**src/rtl/mac_share_pkg.sv**
```systemverilog
// Shared types, widths and the round-robin search helper for the MAC-sharing scheduler.
package mac_share_pkg;

  localparam int unsigned A_W     = 18;
  localparam int unsigned C_W     = 54;
  localparam int unsigned MAX_REQ = 8;
  localparam int unsigned IDX_W   = 3;

  typedef enum logic [1:0] {IDLE, BURST, DRAIN, RESP} state_t;

  typedef struct packed {
    logic             found;
    logic [IDX_W-1:0] idx;
  } rr_pick_t;

  // First set bit of req at or after ptr, wrapping modulo n.
  function automatic rr_pick_t rr_next(input logic [MAX_REQ-1:0] req,
                                       input logic [IDX_W-1:0]   ptr,
                                       input logic [IDX_W:0]     n);
    rr_pick_t       pick;
    logic [IDX_W:0] idx;
    pick = '0;
    for (int unsigned i = 0; i < MAX_REQ; i++) begin
      idx = {1'b0, ptr} + (IDX_W+1)'(i);
      if (idx >= n) idx = idx - n;
      if (!pick.found && ((IDX_W+1)'(i) < n) && req[idx[IDX_W-1:0]]) begin
        pick.found = 1'b1;
        pick.idx   = idx[IDX_W-1:0];
      end
    end
    return pick;
  endfunction

endpackage

```
**src/rtl/mac_rr_arb.sv**
```systemverilog
// Combinational round-robin grant over a request vector, starting the search at ptr.
module mac_rr_arb
  import mac_share_pkg::*;
#(
  parameter int unsigned N    = 4,
  parameter int unsigned ID_W = $clog2(N)
) (
  input  logic [N-1:0]    req,
  input  logic [ID_W-1:0] ptr,
  output logic            gnt_valid_c,
  output logic [ID_W-1:0] gnt_id_c
);

  rr_pick_t pick;

  always_comb begin
    pick        = rr_next(MAX_REQ'(req), IDX_W'(ptr), (IDX_W+1)'(N));
    gnt_valid_c = pick.found;
    gnt_id_c    = ID_W'(pick.idx);
  end

endmodule

```
**src/rtl/mac_share_sched.sv**
```systemverilog
// Round-robin scheduler sharing one MULTADDSUB18X18 (output register enabled) between requesters.
// Optional burst idle timeout enabled by defining MAC_TIMEOUT_EN.
module mac_share_sched
  import mac_share_pkg::*;
#(
  parameter int unsigned NUM_REQ = 4,
  parameter int unsigned DSP_LAT = 1,
  parameter int unsigned TIMEOUT = 16
) (
  input  logic                       clk,
  input  logic                       rstn,
  input  logic [NUM_REQ-1:0]         req_valid,
  output logic [NUM_REQ-1:0]         req_ready,
  input  logic [NUM_REQ-1:0]         req_first,
  input  logic [NUM_REQ-1:0]         req_last,
  input  logic [NUM_REQ*A_W-1:0]     req_a,
  input  logic [NUM_REQ*A_W-1:0]     req_b,
  input  logic [NUM_REQ*C_W-1:0]     req_c,
  input  logic [NUM_REQ-1:0]         req_signed,
  input  logic [NUM_REQ-1:0]         req_sub,
  output logic [A_W-1:0]             dsp_a,
  output logic [A_W-1:0]             dsp_b,
  output logic [C_W-1:0]             dsp_c,
  output logic                       dsp_signed,
  output logic                       dsp_addsub,
  output logic                       dsp_loadc,
  output logic                       dsp_cin,
  output logic                       dsp_ceout,
  output logic                       dsp_rstout,
  input  logic [C_W-1:0]             dsp_z,
  output logic                       res_valid,
  input  logic                       res_ready,
  output logic [$clog2(NUM_REQ)-1:0] res_id,
  output logic [C_W-1:0]             res_z,
  output logic                       res_err
);

  localparam int unsigned ID_W  = $clog2(NUM_REQ);
  localparam int unsigned CNT_W = $clog2(DSP_LAT + 1);

  if (NUM_REQ < 2 || NUM_REQ > MAX_REQ || DSP_LAT < 1 || TIMEOUT < 1) begin : g_param_check
    $error("mac_share_sched: parameter out of range");
  end

  state_t          state, state_d;
  logic [ID_W-1:0] owner, rr_ptr, gnt_id;
  logic [CNT_W-1:0] cnt;
  logic            gnt_valid, grant, accept, capture, timeout;
  logic            seen, err;
  logic            own_valid, own_first, own_last;

  logic [A_W-1:0]  a_arr [NUM_REQ];
  logic [A_W-1:0]  b_arr [NUM_REQ];
  logic [C_W-1:0]  c_arr [NUM_REQ];

  for (genvar g = 0; g < NUM_REQ; g++) begin : g_unpack
    assign a_arr[g] = req_a[g*A_W +: A_W];
    assign b_arr[g] = req_b[g*A_W +: A_W];
    assign c_arr[g] = req_c[g*C_W +: C_W];
  end

  // New bursts are only granted to requesters presenting a first beat.
  mac_rr_arb #(.N(NUM_REQ), .ID_W(ID_W)) u_arb (
    .req         (req_valid & req_first),
    .ptr         (rr_ptr),
    .gnt_valid_c (gnt_valid),
    .gnt_id_c    (gnt_id)
  );

  assign own_valid  = req_valid[owner];
  assign own_first  = req_first[owner];
  assign own_last   = req_last[owner];
  assign dsp_a      = a_arr[owner];
  assign dsp_b      = b_arr[owner];
  assign dsp_c      = c_arr[owner];
  assign dsp_signed = req_signed[owner];
  assign dsp_addsub = req_sub[owner];
  assign dsp_cin    = 1'b0;

`ifdef MAC_TIMEOUT_EN
  localparam int unsigned TO_W = $clog2(TIMEOUT + 1);
  logic [TO_W-1:0] idle_cnt;

  assign timeout = (state == BURST) && !own_valid && (idle_cnt == TO_W'(TIMEOUT - 1));

  // Consecutive owner-idle cycles inside a burst.
  always_ff @(posedge clk or negedge rstn) begin
    if (!rstn)                           idle_cnt <= '0;
    else if (state != BURST || own_valid) idle_cnt <= '0;
    else                                 idle_cnt <= idle_cnt + TO_W'(1);
  end
`else
  assign timeout = 1'b0;
`endif

  always_comb begin
    state_d    = state;
    grant      = 1'b0;
    accept     = 1'b0;
    capture    = 1'b0;
    req_ready  = '0;
    res_valid  = 1'b0;
    dsp_ceout  = 1'b0;
    dsp_rstout = 1'b0;
    dsp_loadc  = 1'b0;
    unique case (state)
      IDLE: begin
        dsp_rstout = 1'b1;
        if (gnt_valid) begin
          grant   = 1'b1;
          state_d = BURST;
        end
      end
      BURST: begin
        req_ready[owner] = 1'b1;
        dsp_loadc        = own_first;
        if (own_valid) begin
          accept    = 1'b1;
          dsp_ceout = 1'b1;
          if (own_last) state_d = DRAIN;
        end else if (timeout) begin
          state_d = DRAIN;
        end
      end
      DRAIN: begin
        if (cnt == CNT_W'(1)) begin
          capture = 1'b1;
          state_d = RESP;
        end
      end
      RESP: begin
        res_valid = 1'b1;
        if (res_ready) state_d = IDLE;
      end
      default: state_d = IDLE;
    endcase
  end

  always_ff @(posedge clk or negedge rstn) begin
    if (!rstn) begin
      state   <= IDLE;
      owner   <= '0;
      rr_ptr  <= '0;
      cnt     <= '0;
      seen    <= 1'b0;
      err     <= 1'b0;
      res_z   <= '0;
      res_id  <= '0;
      res_err <= 1'b0;
    end else begin
      state <= state_d;
      if (grant) begin
        owner  <= gnt_id;
        rr_ptr <= (gnt_id == ID_W'(NUM_REQ - 1)) ? '0 : gnt_id + ID_W'(1);
        seen   <= 1'b0;
        err    <= 1'b0;
      end
      // A first flag after the opening beat reloads C but marks the burst bad.
      if (accept) begin
        seen <= 1'b1;
        if (own_first && seen) err <= 1'b1;
      end
      if (timeout) err <= 1'b1;
      if (state == BURST && state_d == DRAIN) cnt <= CNT_W'(DSP_LAT);
      else if (state == DRAIN)                cnt <= cnt - CNT_W'(1);
      if (capture) begin
        res_z   <= dsp_z;
        res_id  <= owner;
        res_err <= err;
      end
      if (res_valid && res_ready) res_err <= 1'b0;
    end
  end

endmodule
```
**config.mk**
```make
export PLATFORM = sky130hd
export DESIGN_NAME = mac_share_sched
export DESIGN_NICKNAME = d
export VERILOG_FILES = /design/src/rtl/mac_share_pkg.sv /design/src/rtl/mac_rr_arb.sv /design/src/rtl/mac_share_sched.sv
export SDC_FILE = /design/constraint.sdc
export NUM_CORES = 1
export LEC_CHECK = 0
export BUFFER_PORTS_ARGS = -buffer_cell sky130_fd_sc_hd__buf_2
export CAP_MARGIN = 15
export CORE_AREA = 10 10 221 223
export CTS_BUF_LIST = sky130_fd_sc_hd__clkbuf_4
export CTS_CLUSTER_DIAMETER = 80
export CTS_CLUSTER_SIZE = 14
export DETAILED_ROUTE_END_ITERATION = 6
export DIE_AREA = 0 0 231 233
export GPL_ROUTABILITY_DRIVEN = 0
export PLACE_DENSITY_LB_ADDON = 0.05
export SLEW_MARGIN = 20
export SYNTH_ARGS = -nofsm -noshare
export SYNTH_HDL_FRONTEND = slang
export SYNTH_SLANG_ARGS = --single-unit
export TNS_END_PERCENT = 100
```
**constraint.sdc**
```tcl
create_clock -name clk -period 2.2 [get_ports clk]
set_input_delay 0.22 -clock clk [delete_from_list [all_inputs] [get_ports clk]]
set_output_delay 0.22 -clock clk [all_outputs]
set_load 0.05 [all_outputs]
```
### Word level (Yosys, flattened, before mapping)

Cells that the tools add are included.

| operators by class | value |
|---|---|
| div/mod/pow operators | 0 |
| multiplexer cells | 63 |
| reductions and logical operators | 14 |
| shift operators | 0 |
| equal/unequal tests | 5 |
| add/sub/neg operators | 9 |
| $mul | 0 |
| bitwise gates (word level) | 2 |
| order comparisons | 11 |

Operators by type and width:

| kind | count |
|---|---|
| binary-select mux 54 bit (select 2 bit) | 1 |
| two-way mux 54 bit | 2 |
| binary-select mux 18 bit (select 2 bit) | 2 |
| two-way mux 18 bit | 4 |
| two-way mux 1 bit | 28 |
| two-way mux 4 bit | 5 |
| less-than comparator 3 x 4 -> 1 bit (second input constant) | 4 |
| binary-select mux 1 bit (select 3 bit) | 4 |
| >= comparator 4 x 3 -> 1 bit (second input constant) | 3 |
| two-way mux 2 bit | 6 |
| two-way mux 3 bit | 4 |
| binary-select mux 1 bit (select 2 bit) | 5 |
| subtractor 3 bit (second input constant) | 3 |
| == test 2 bit (second input constant) | 4 |
| one-hot mux 2 bit (4 select lines) | 1 |
| logical AND 1 bit | 7 |
| adder 2 x 2 -> 3 bit (second input constant) | 2 |
| nonzero test 2 bit | 3 |
| bitwise AND 4 bit | 1 |
| adder 2 x 1 -> 3 bit (second input constant) | 1 |
| >= comparator 2 x 3 -> 1 bit (second input constant) | 1 |
| >= comparator 3 bit (second input constant) | 1 |
| zero test 1 bit | 3 |
| less-than comparator 2 x 3 -> 1 bit (second input constant) | 1 |
| other kinds (8) | 8 |

| storage, ports and cells | value |
|---|---|
| latch bits | 0 |
| memories | 0 |
| bits in read-only memories | 0 |
| output and inout bits | 158 |
| flip-flop bits (word level) | 66 |
| bits of input ports | 437 |
| bits in writable memories | 0 |
| logic and storage cells | 113 |

### Logic depth before layout (Yosys ltp)

Gate-level depths: netlist (run 1).

| depth | value |
|---|---|
| depth after elaboration | 19 |
| gate-level depth with buffers | 11 |
| mapped depth without buffers | 10 |

### By module

From an unflattened synthesis (run 1), not the netlist that was laid out.

| second synthesis, totals | value |
|---|---|
| cell total of the unflattened synthesis | 302 |
| area, all modules | 4983.5 µm² |

Modules (own cells, without submodules):

| module | cells each | instances | area each (µm²) | seq. area each (µm²) |
|---|---|---|---|---|
| mac_share_sched | 290 | 1 | 4909.7 | 1651.6 |
| mac_rr_arb | 12 | 1 | 73.8 | 0.0 |

### Least setup slack after synthesis (run 1)

No wires, ideal clock.

| timing | value |
|---|---|
| path type | register to output |
| start | reg owner[0] |
| end | out req_ready[1] |
| path buffers | 3 |
| data arrival time | 2.078 ns |
| data required time | 1.980 ns |
| slack | -0.098 ns |
| stages on the path, launching flop included | 6 |
| path through | dfrtp_1 buf_6 buf_4 buf_4 inv_1 nor3b_1 |

| on the way | value |
|---|---|
| cells in the longest elaborated chain, start to end | 5 |
| elaborated cells between the ends (all ways) | 6 |
| classes of those cells | order compare: 2; mux: 3; reduce/logical: 1 |

Ends and longest elaborated chain:

| item | line | text |
|---|---|---|
| start: declaration | mac_share_sched.sv:46 | `logic [ID_W-1:0] owner, rr_ptr, gnt_id;` |
| start signal: assignment | mac_share_sched.sv:153 | `owner <= gnt_id;` |
| less-than comparator 2 x 3 -> 1 bit (not written as such) / >= comparator 2 x 1 -> 1 bit (equally long branches) | mac_share_sched.sv:115 | `req_ready[owner] = 1'b1;` |
| logical AND 1 bit (not written as such) | mac_share_sched.sv:115 |  |
| two-way mux 1 bit (not written as such) | mac_share_sched.sv:115 |  |
| demux 1 bit (select 2 bit) * | mac_share_sched.sv:115 |  |
| two-way mux 4 bit * | mac_share_sched.sv:106 | `unique case (state)` |
| end: declaration | mac_share_sched.sv:13 | `output logic [NUM_REQ-1:0] req_ready,` |

Every way passes the cells marked *; elsewhere a longest branch is shown, timed or not.

### Final worst setup path (run 1)

| timing | value |
|---|---|
| start | reg owner[0] |
| end | out dsp_c[35] |

| on the way | value |
|---|---|
| cells in the longest elaborated chain, start to end | 4 |

Ends and longest elaborated chain:

| item | line | text |
|---|---|---|
| inverter 2 -> 3 bit (not written as such) | mac_share_sched.sv:75 | `assign dsp_c = c_arr[owner];` |
| binary-select mux 54 bit (select 2 bit) | mac_share_sched.sv:75 |  |
| two-way mux 54 bit (not written as such) (2 in series) | mac_share_sched.sv:75 |  |
| end: declaration | mac_share_sched.sv:23 | `output logic [C_W-1:0] dsp_c,` |

No other way between the ends. The select of a mux whose other input is x is not followed.

==> qor.csv, run 1 <==
metric,value,unit
reg2reg_depth,9,
critPathLaunchType,flop,
failed_checks,negative setup slack,
port_buffers,593,
vias,6017,
ys_top_cells_by_count,"mux4_2, dfrtp_1, mux2_2",
synth_area_leaders,"mux4_2, dfrtp_1, mux2_2",
yosys.area.top_type,mux4_2,
critPathRequiredTime,1980,ps
cp.buffers_inverters,4,
arrival,2050,ps
powerDensity,1640,nW/um^2
grt_pass1_wl,55.5,mm
finish.utilization,24.0,%
async_flop_share,100,%
wl_per_cell,26.0,um
grt-ovfl-total,0,
dieArea,53800,um^2
irDropWorstVdd,0.599,mV
ys_types,43,
timing.fmax,0.441,GHz
crit_type,flop to output port,
synth_most_common_cell,mux4_2,
antenna_found_initial,23,
cp_slowest_stage_delay,520,ps
cts_max_level,3,
coreArea,44100,um^2
worst-path-stages,5,
setup_viol,57,
path_clk_slew,130,ps
place_inst,1496,
syn_area,5120,um^2
synth_edf_count,0,
path_common_cell,buf_12,
end_kind,output port,
drtPass1Iterations,4,
cts_tree,built,
grt_pass1_vias,6891,
grt_max_degree,67,
ys_ff_latch,66,
period_share,103,%
cts_buffers,9,
final_max_slew_viol_count,0,
die_x,231,um
postRouteAntennaNets,0,
grt_use_total,14.5,%
ys.warnings.count,0,
place_ws,66.8,ps
drcViolationCount,0,
finalNonFillerCells,1591,
clk_latency,450,ps
path_cells,buf_12 > buf_12 > buf_12 > mux4_2 > buf_8,
synthFlopType,dfrtp_1,
drive_above_1_share,83.0,%
fin_skew,30.9,ps
syn_area_per_cell,15.9,um^2
cp_max_fo,7,
via_per_inst,3.78,
finalCriticalPeriod,2270,ps
maxCapViolations,0,
min_path_type,primary input to flop,
status,finished with violations,
hpwl,35.8,mm
setup_ws,-69.0,ps
row_count,77,
whs,146,ps
seq_area_frac_synth,32.3,%
totalPowerFinal,17.4,mW
hold_violations,0,
synth_top_area_share,41.8,%
nets,1430,
cts_root_buffer,clkbuf_4,
grt_setup_unrepaired,yes,
ctsLongestPathBuffers,2,
drt_iter0_drc,179,
syn_nets,760,
die_h,233,um
areaGrowthSynthToFinish,107,%
leakage,5.00,nW
hold_depth,3,
cts.sinks,66,
start_util,11.6,%
io_pins,595,
cp_slowest_cell,dfrtp_4,
routed_wl,41.4,mm
syn_inst,321,
critPathTopFamily,buffers and inverters,
-- timing repair --
| item | in CTS | in global routing |
|---|---|---|
| gates cloned | 5 | 4 |
| resized for setup | 186 | 19 |
| setup buffers | 10 | 2 |
| pin swaps | 1 | 4 |
| hold buffers | 55 | 0 |
| setup endpoints to repair | 94 | 99 |
| hold endpoints to repair | 120 | 0 |
-- cells by family (layout without fill, tap and decap cells) --
group | count (synthesis) | count (layout) | synth area share (%)
mux | 152 | 152 | 54.3
fa+ha+maj | 2 | 2 | 0.489
simple gates | 39 | 39 | 4.47
flops | 66 | 66 | 32.3
compound gates | 27 | 27 | 4.35
other cells | 1 | 4 | 0.0732
buf+inv | 34 | 709 | 4.03
-- cell type report --
cell class | instances | area, um^2
Multi-Input combinational cell | 221 | 3310
Clock buffer | 9 | 67.6
Inverter | 2 | 7.51
Fill cell | 4879 | 33500
Clock inverter | 7 | 98.8
Antenna cell | 3 | 7.51
Tap cell | 592 | 741
Timing Repair Buffer | 691 | 4710
Sequential cell | 66 | 1660
-- sequential cells by signal, summed over array words and instances (netlist names) --
| name | count |
|---|---|
| res_z | 54 |
| owner | 2 |
| res_id | 2 |
| rr_ptr | 2 |
| state | 2 |
| cnt | 1 |
| err | 1 |
| res_err | 1 |
| seen | 1 |
-- stage by stage --
| step | setup TNS [ps] | instance area [um^2] |
|---|---|---|
| floorplan | 0 | 5130 |
| global placement | 0 | 8910 |
| detailed placement | 0 | 8910 |
| CTS | -7110 | 10400 |
| global route | -9940 | 10600 |
| finish | -1690 | 10600 |
-- routing by layer --
layer / part of all wire [%] / GRT usage (%) / vias up / routed length, um
li1: - / - / 2702 / -
met2: 55 / 27.6 / 295 / 22900
met4: 1.2 / 1.97 / 16 / 480
met3: 7.7 / 5.39 / 49 / 3180
met5: 0.23 / 0 / - / 96
met1: 35 / 15.0 / 2955 / 14700
-- power breakdown --
part | internal (mW) | total [mW] | switching, mW
combinational | 5.57 | 14.2 | 8.62
clock | 0.468 | 1.02 | 0.550
sequential | 1.84 | 2.17 | 0.332
-- final timing paths --
path / start / to / slack [ps]
worst max register to register: rr_ptr[0] / rr_ptr[0] / 80
worst max-delay path: owner[0] / dsp_c[35] / -70
worst min-delay path: res_ready / res_err / 150
worst min register to register: res_id[0] / res_id[0] / 490
min in group asynchronous: rstn / res_z[12] / 330
max in group asynchronous: rstn / owner[0] / 1500
-- worst register-to-register path, cell delays in order, from the launching register on --
cell,delay [ps]
dfrtp_1,450
buf_2,170
o21a_1,220
o221ai_2,280
and3_4,260
a21o_1,150
ha_4,140
nor2_1,40
a32oi_1,220
o41ai_2,100
-- cells in the final DEF, fill, tap and decap left out, drive strengths merged, types with 2 or more instances in the layout --
| master | instances |
|---|---|
| inv | 4 |
| dlygate4sd3 | 55 |
| and2 | 3 |
| a21oi | 7 |
| and3 | 3 |
| nor2b | 4 |
| nor3b | 3 |
| clkinv | 2 |
| o21ai | 6 |
| buf | 630 |
| ha | 2 |
| nor2 | 4 |
| mux4 | 95 |
| clkbuf | 14 |
| nand3 | 7 |
| diode | 3 |
| a21o | 2 |
| nand2 | 11 |
| mux2 | 57 |
| dfrtp | 66 |
| bufinv | 2 |
Note: power is estimated with default switching activity, not from simulation.
==> inputs of run 2 (changes only) <==
--- a/config.mk
+++ b/config.mk
@@ -6,13 +6,12 @@
 export NUM_CORES = 1
 export LEC_CHECK = 0
 export BUFFER_PORTS_ARGS = -buffer_cell sky130_fd_sc_hd__buf_2
-export CAP_MARGIN = 15
-export CORE_AREA = 10 10 221 223
+export CORE_AREA = 10 10 224 226
 export CTS_BUF_LIST = sky130_fd_sc_hd__clkbuf_4
 export CTS_CLUSTER_DIAMETER = 80
 export CTS_CLUSTER_SIZE = 14
 export DETAILED_ROUTE_END_ITERATION = 6
-export DIE_AREA = 0 0 231 233
+export DIE_AREA = 0 0 234 236
 export GPL_ROUTABILITY_DRIVEN = 0
 export PLACE_DENSITY_LB_ADDON = 0.05
 export SLEW_MARGIN = 20
==> constraint.sdc (replaced) <==
create_clock -name clk -period 2.4 [get_ports clk]
set_input_delay 0.24 -clock clk [delete_from_list [all_inputs] [get_ports clk]]
set_output_delay 0.24 -clock clk [all_outputs]
set_load 0.05 [all_outputs]
==> run 2 against run 1 <==
Against the previous run: critical endpoint is now dsp_b[11]; largest power group unchanged; final area fell by 8.2%; sequential share of layout area rose by 1.4 points; largest cell class unchanged; core utilization fell by 2.8 points; the flow now finishes without violations; highest routed layer unchanged.
==> qor.csv, run 2 (same netlist as run 1, synthesis figures left out) <==
metric,value,unit,change
cts_tree,built,,
routed_wl,37.8,mm,-8.6%
start_util,11.2,%,-0.44 points
setup_viol,0,,-100%
die_h,236,um,+1.3%
timing.fmax,0.436,GHz,
grt_pass1_vias,6750,,-2.0%
critPathRequiredTime,2160,ps,+180 ps
antenna_found_initial,15,,-35%
maxCapViolations,0,,unchanged
arrival,2050,ps,about the same
path_cells,buf_12 > buf_16 > mux4_2 > buf_2,,
final-seq-area,1660,um^2,about the same
via_per_inst,3.68,,-2.8%
leakage,4.65,nW,-7.1%
grt_max_degree,59,,-12%
status,completed,,
fin_skew,19.9,ps,-10.9 ps
grt_pass1_wl,52.0,mm,-6.2%
cts_max_level,3,,unchanged
layout_commonest_cell,buf_2,,
hold_violations,0,,unchanged
hpwl,33.7,mm,-5.9%
drt_iter0_drc,142,,-21%
finalCriticalPeriod,2290,ps,
postRouteAntennaNets,0,,unchanged
tns,0,ps,+1690 ps
cts_root_buffer,clkbuf_4,,
totalPowerFinal,14.1,mW,-19%
drive_above_1_share,81.8,%,-1.2 points
coreArea,45900,um^2,+3.9%
cts.sinks,66,,unchanged
critPathLaunchType,flop,,
nets,1407,,-1.6%
period_share,95.5,%,
dpl_cell_area,8900,um^2,-0.13%
cp_slowest_cell,mux4_2,,
relSlewSlack,43.3,%,
regMostFlops,res_z,,
path_clk_slew,110,ps,-20 ps
wl_per_cell,23.9,um,-8.2%
cp_max_fo,16,,+9
final_max_slew_viol_count,0,,unchanged
grt_use_total,13.1,%,-1.4 points
drcViolationCount,0,,unchanged
largest_reg_flops,54,,unchanged
design_area,9730,um^2,-8.2%
worstMarginPinSlew,850,ps,
num-fill-cells,5106,,+4.7%
ctsLongestPathBuffers,2,,unchanged
die_x,234,um,+1.3%
cp_slowest_stage_delay,550,ps,+30 ps
io_pins,595,,unchanged
drtPass1Iterations,4,,unchanged
clk_latency,440,ps,about the same
row_count,79,,+2.6%
vias,5821,,-3.3%
dieArea,55200,um^2,+2.6%
irDropWorstVdd,0.485,mV,-19%
cts_buffers,9,,unchanged
grt-ovfl-total,0,,unchanged
powerDensity,1450,nW/um^2,-12%
min_path_type,primary input to flop,,
areaGrowthSynthToFinish,90.1,%,
finish.utilization,21.2,%,-2.8 points
multi_input_area,3260,um^2,-1.3%
crit_type,flop to output port,,
layout_common_cells,"buf_2, mux4_2, dfrtp_1",,
end_kind,output port,,
whs,63.2,ps,-83.0 ps
grt_setup_unrepaired,yes,,
port_buffers,593,,unchanged
-- run 2: per-stage QoR --
step / cells / setup WS (ps)
finish: 1583 / 109
global route: 1583 / -4.27
CTS: 1580 / 2.15
detailed placement: 1505 / 208
global placement: 1505 / 183
floorplan: 321 / 81.9
-- run 2: path summary, 6_finish.rpt --
kind                              to       from  cells past startpoint  slack, ps
setup / recovery           dsp_b[11]   owner[0]                      4        110
hold / removal             res_z[14]  dsp_z[14]                      2         60
setup reg to reg           rr_ptr[0]  rr_ptr[0]                      9        200
hold reg to reg                 seen       seen                      1        490
max in group asynchronous  res_z[35]       rstn                      3       1320
min in group asynchronous  res_z[13]       rstn                      2        450
-- run 2: area by class of cell --
type / count / area share [%]
Timing Repair Buffer: 668 / 40.1
Clock buffer: 9 / 0.694
Inverter: 2 / 0.0771
Clock inverter: 7 / 0.707
Multi-Input combinational cell: 221 / 33.5
Sequential cell: 66 / 17.0
Tap cell: 607 / 7.80
Antenna cell: 3 / 0.0771
-- run 2: where the power goes --
part / internal [mW] / leakage [nW] / switching (mW)
clock network: 0.315 / 0.0737 / 0.460
registers: 1.68 / 0.773 / 0.321
logic: 3.79 / 3.80 / 7.52
total: 5.79 / 4.65 / 8.30
-- run 2: repair_timing --
action / 4_1_cts / 5_1_grt
cloned: 1 / 0
pin swaps: 0 / 0
endpoints found under the setup margin: 59 / 22
buffers inserted: 6 / 0
hold endpoints to repair: 79 / 0
resized for setup: 11 / 13
hold buffers: 52 / 0
-- run 2: metal layers --
layer	vias up	share of wire, %	GRT usage (%)
li1	2644	-	-
met1	2830	34	13.0
met2	298	56	25.2
met3	35	8.5	4.80
met4	14	1.2	2.46
met5	-	0.27	0
-- run 2: worst max-delay path: cells and delay by family (launching register included) --
family | cells | cell delay, ps
buf+inv | 3 | 590
flops | 1 | 460
mux | 1 | 550
==> inputs of run 3 (changes only) <==
--- a/config.mk
+++ b/config.mk
@@ -5,13 +5,14 @@
 export SDC_FILE = /design/constraint.sdc
 export NUM_CORES = 1
 export LEC_CHECK = 0
+export ABC_AREA = 1
 export BUFFER_PORTS_ARGS = -buffer_cell sky130_fd_sc_hd__buf_2
-export CORE_AREA = 10 10 224 226
+export CORE_AREA = 10 10 221 223
 export CTS_BUF_LIST = sky130_fd_sc_hd__clkbuf_4
 export CTS_CLUSTER_DIAMETER = 80
 export CTS_CLUSTER_SIZE = 14
 export DETAILED_ROUTE_END_ITERATION = 6
-export DIE_AREA = 0 0 234 236
+export DIE_AREA = 0 0 231 233
 export GPL_ROUTABILITY_DRIVEN = 0
 export PLACE_DENSITY_LB_ADDON = 0.05
 export SLEW_MARGIN = 20
==> run 3 against run 2 <==
Against the previous run: sequential share of layout area is 0.99 points lower; critical endpoint is now dsp_c[37]; critical path type unchanged; core utilization is 2.2 points higher; largest power group unchanged; combinational power is 26% higher; sequential power hardly changed; wire length is 27% higher.
==> qor.csv, run 3 <==
metric,value,unit,change
nets,1850,,+31%
design_area,10300,um^2,+6.1%
finalCriticalPeriod,2330,ps,+35.6 ps
hold_depth,3,,+1
drt_iter0_drc,470,,+230%
r2r-end,rr_ptr[1],,
antenna_found_initial,25,,+10
die_x,231,um,-1.3%
status,completed,,
fin_skew,24.0,ps,+4.10 ps
drtPass1Iterations,5,,+1
syn_inst,792,,+150%
synthFlopType,dfrtp_1,,
finalNonFillerCells,2021,,+28%
grt-ovfl-total,0,,unchanged
hold_violations,0,,unchanged
syn_nets,1231,,+62%
grt_pass1_wl,65.2,mm,+25%
io_pins,595,,unchanged
coreArea,44100,um^2,-3.8%
synth_area_leaders,"dfrtp_1, nand3_1, nand2_1",,
critPathLaunchType,flop,,
cp_max_fo,43,,+27
dieArea,53800,um^2,-2.5%
totalPowerFinal,17.1,mW,+21%
timing.fmax,0.430,GHz,-1.5%
worstMarginPinSlew,725,ps,-125 ps
die_h,233,um,-1.3%
grt_pass1_vias,8732,,+29%
synth_edf_count,0,,unchanged
grt_max_degree,73,,+24%
relSlewSlack,51.7,%,+8.3 points
async_flop_share,100,%,unchanged
ys_ff_latch,66,,unchanged
synth_top_area_share,30.4,%,-11 points
cts_root_buffer,clkbuf_4,,
powerDensity,1660,nW/um^2,+14%
final_max_slew_viol_count,0,,unchanged
clk_latency,460,ps,+20 ps
critPathRequiredTime,2160,ps,about the same
dpl_cell_area,9160,um^2,+2.9%
areaGrowthSynthToFinish,90.3,%,
vias,8527,,+46%
largest_reg_flops,54,,unchanged
whs,44.4,ps,-18.8 ps
setup_viol,0,,unchanged
grt_setup_unrepaired,yes,,
hpwl,39.7,mm,+18%
arrival,2090,ps,+40 ps
row_count,77,,-2.5%
hp-start,dsp_z[53],,
end_kind,output port,,
irDropWorstVdd,0.730,mV,+51%
synth_most_common_cell,nand3_1,,
ys.warnings.count,0,,unchanged
period_share,97.0,%,+1.5 points
yosys.area.top_type,dfrtp_1,,
grt_use_total,16.5,%,+3.4 points
ys_types,32,,-26%
ys_top_cells_by_count,"nand3_1, nand2_1, a22oi_1",,
ctsLongestPathBuffers,2,,unchanged
postRouteAntennaNets,0,,unchanged
leakage,5.34,nW,+15%
crit_type,flop to output port,,
drive_above_1_share,48.4,%,-33 points
cts_tree,built,,
port_buffers,593,,unchanged
min_path_type,primary input to flop,,
r2r-start,rr_ptr[0],,
cts_buffers,9,,unchanged
seq_area_frac_synth,30.4,%,-1.8 points
routed_wl,48.2,mm,+27%
num-fill-cells,5146,,+0.78%
r2r_slack,380,ps,+180 ps
min_to,res_z[53],,
start_util,12.3,%,+1.1 points
layout_commonest_cell,buf_2,,
regMostFlops,res_z,,
path_clk_slew,150,ps,+40 ps
reg2reg_depth,11,,+2
maxCapViolations,0,,unchanged
via_per_inst,4.22,,+15%
wl_per_cell,23.9,um,-0.15%
layout_common_cells,"buf_2, nand3_1, nand2_1",,
cts.sinks,66,,unchanged
cts_max_level,3,,unchanged
place_inst,1931,,+28%
syn_area,5430,um^2,+6.0%
syn_area_per_cell,6.85,um^2,-57%
drcViolationCount,0,,unchanged
-- run 3: per-stage QoR --
step | TNS, ps | utilization (%) | worst slack, ps
2_1_floorplan | 0 | - | 496
3_3_place_gp | 0 | 20.8 | 389
3_5_place_dp | 0 | 20.8 | 399
4_1_cts | -142 | 22.8 | -34.1
5_1_grt | -342 | 23.4 | -70.5
6_report | 0 | 23.4 | 73.1
-- run 3: repair_timing --
action | CTS | global route
pin swaps | 0 | 3
endpoints found under the hold margin | 69 | 0
cloned | 0 | 2
hold buffers | 54 | 0
gates resized for setup | 61 | 57
setup endpoints to repair | 91 | 64
setup buffers | 1 | 4
-- run 3: kinds of logic (layout without fill, tap and decap cells) --
| family | after synthesis | count (layout) | share of synthesized area, % |
|---|---|---|---|
| AO/OA/AOI/OAI | 105 | 105 | 14.2 |
| other | 1 | 14 | 0.0691 |
| flip-flops | 66 | 66 | 30.4 |
| buffers and inverters | 93 | 717 | 9.47 |
| adder cells (fa/ha/maj) | 2 | 2 | 0.461 |
| AND/OR/NAND/NOR | 525 | 525 | 45.4 |
-- run 3: power by group --
group          switching, mW  internal [mW]  leakage, nW
Clock                  0.487          0.420       0.0836
Combinational           10.2           4.02         4.45
Sequential             0.350           1.67        0.805
Total                   11.0           6.11         5.34
-- run 3: final cells by class --
cell class	count	area [um^2]	share of cell area (%)
Antenna cell	13	32.5	0.315
Sequential cell	66	1660	16.1
Multi-Input combinational cell	633	3320	32.1
Tap cell	592	741	7.17
Inverter	17	88.8	0.860
Clock buffer	9	67.6	0.654
Timing Repair Buffer	684	4330	41.9
Clock inverter	7	93.8	0.908
-- run 3: routing by layer --
layer	vias to the layer above	wire length, um	GRT usage (%)
met4	14	1090	4.38
li1	4061	-	-
met2	397	24300	29.1
met1	3993	18200	18.3
met3	62	4500	6.11
met5	-	83	0
-- run 3: worst max path at each step --
stage                           end  slack, ps       from  cells after the start
after floorplan           rr_ptr[1]        500  rr_ptr[0]                     14
after global placement    rr_ptr[1]        390  rr_ptr[0]                     13
after detailed placement  rr_ptr[1]        400  rr_ptr[0]                     11
after CTS                  dsp_b[6]        -30   owner[0]                      7
after global routing       dsp_c[6]        -70   owner[0]                      5
final                     dsp_c[37]         70   owner[0]                      6
-- run 3: critical path, cell delays in order (launching register included) --
cell	delay, ps
dfrtp_4	570
clkinv_8	100
nor2_4	50
buf_12	170
a22oi_1	320
nand3_1	110
clkbuf_4	230
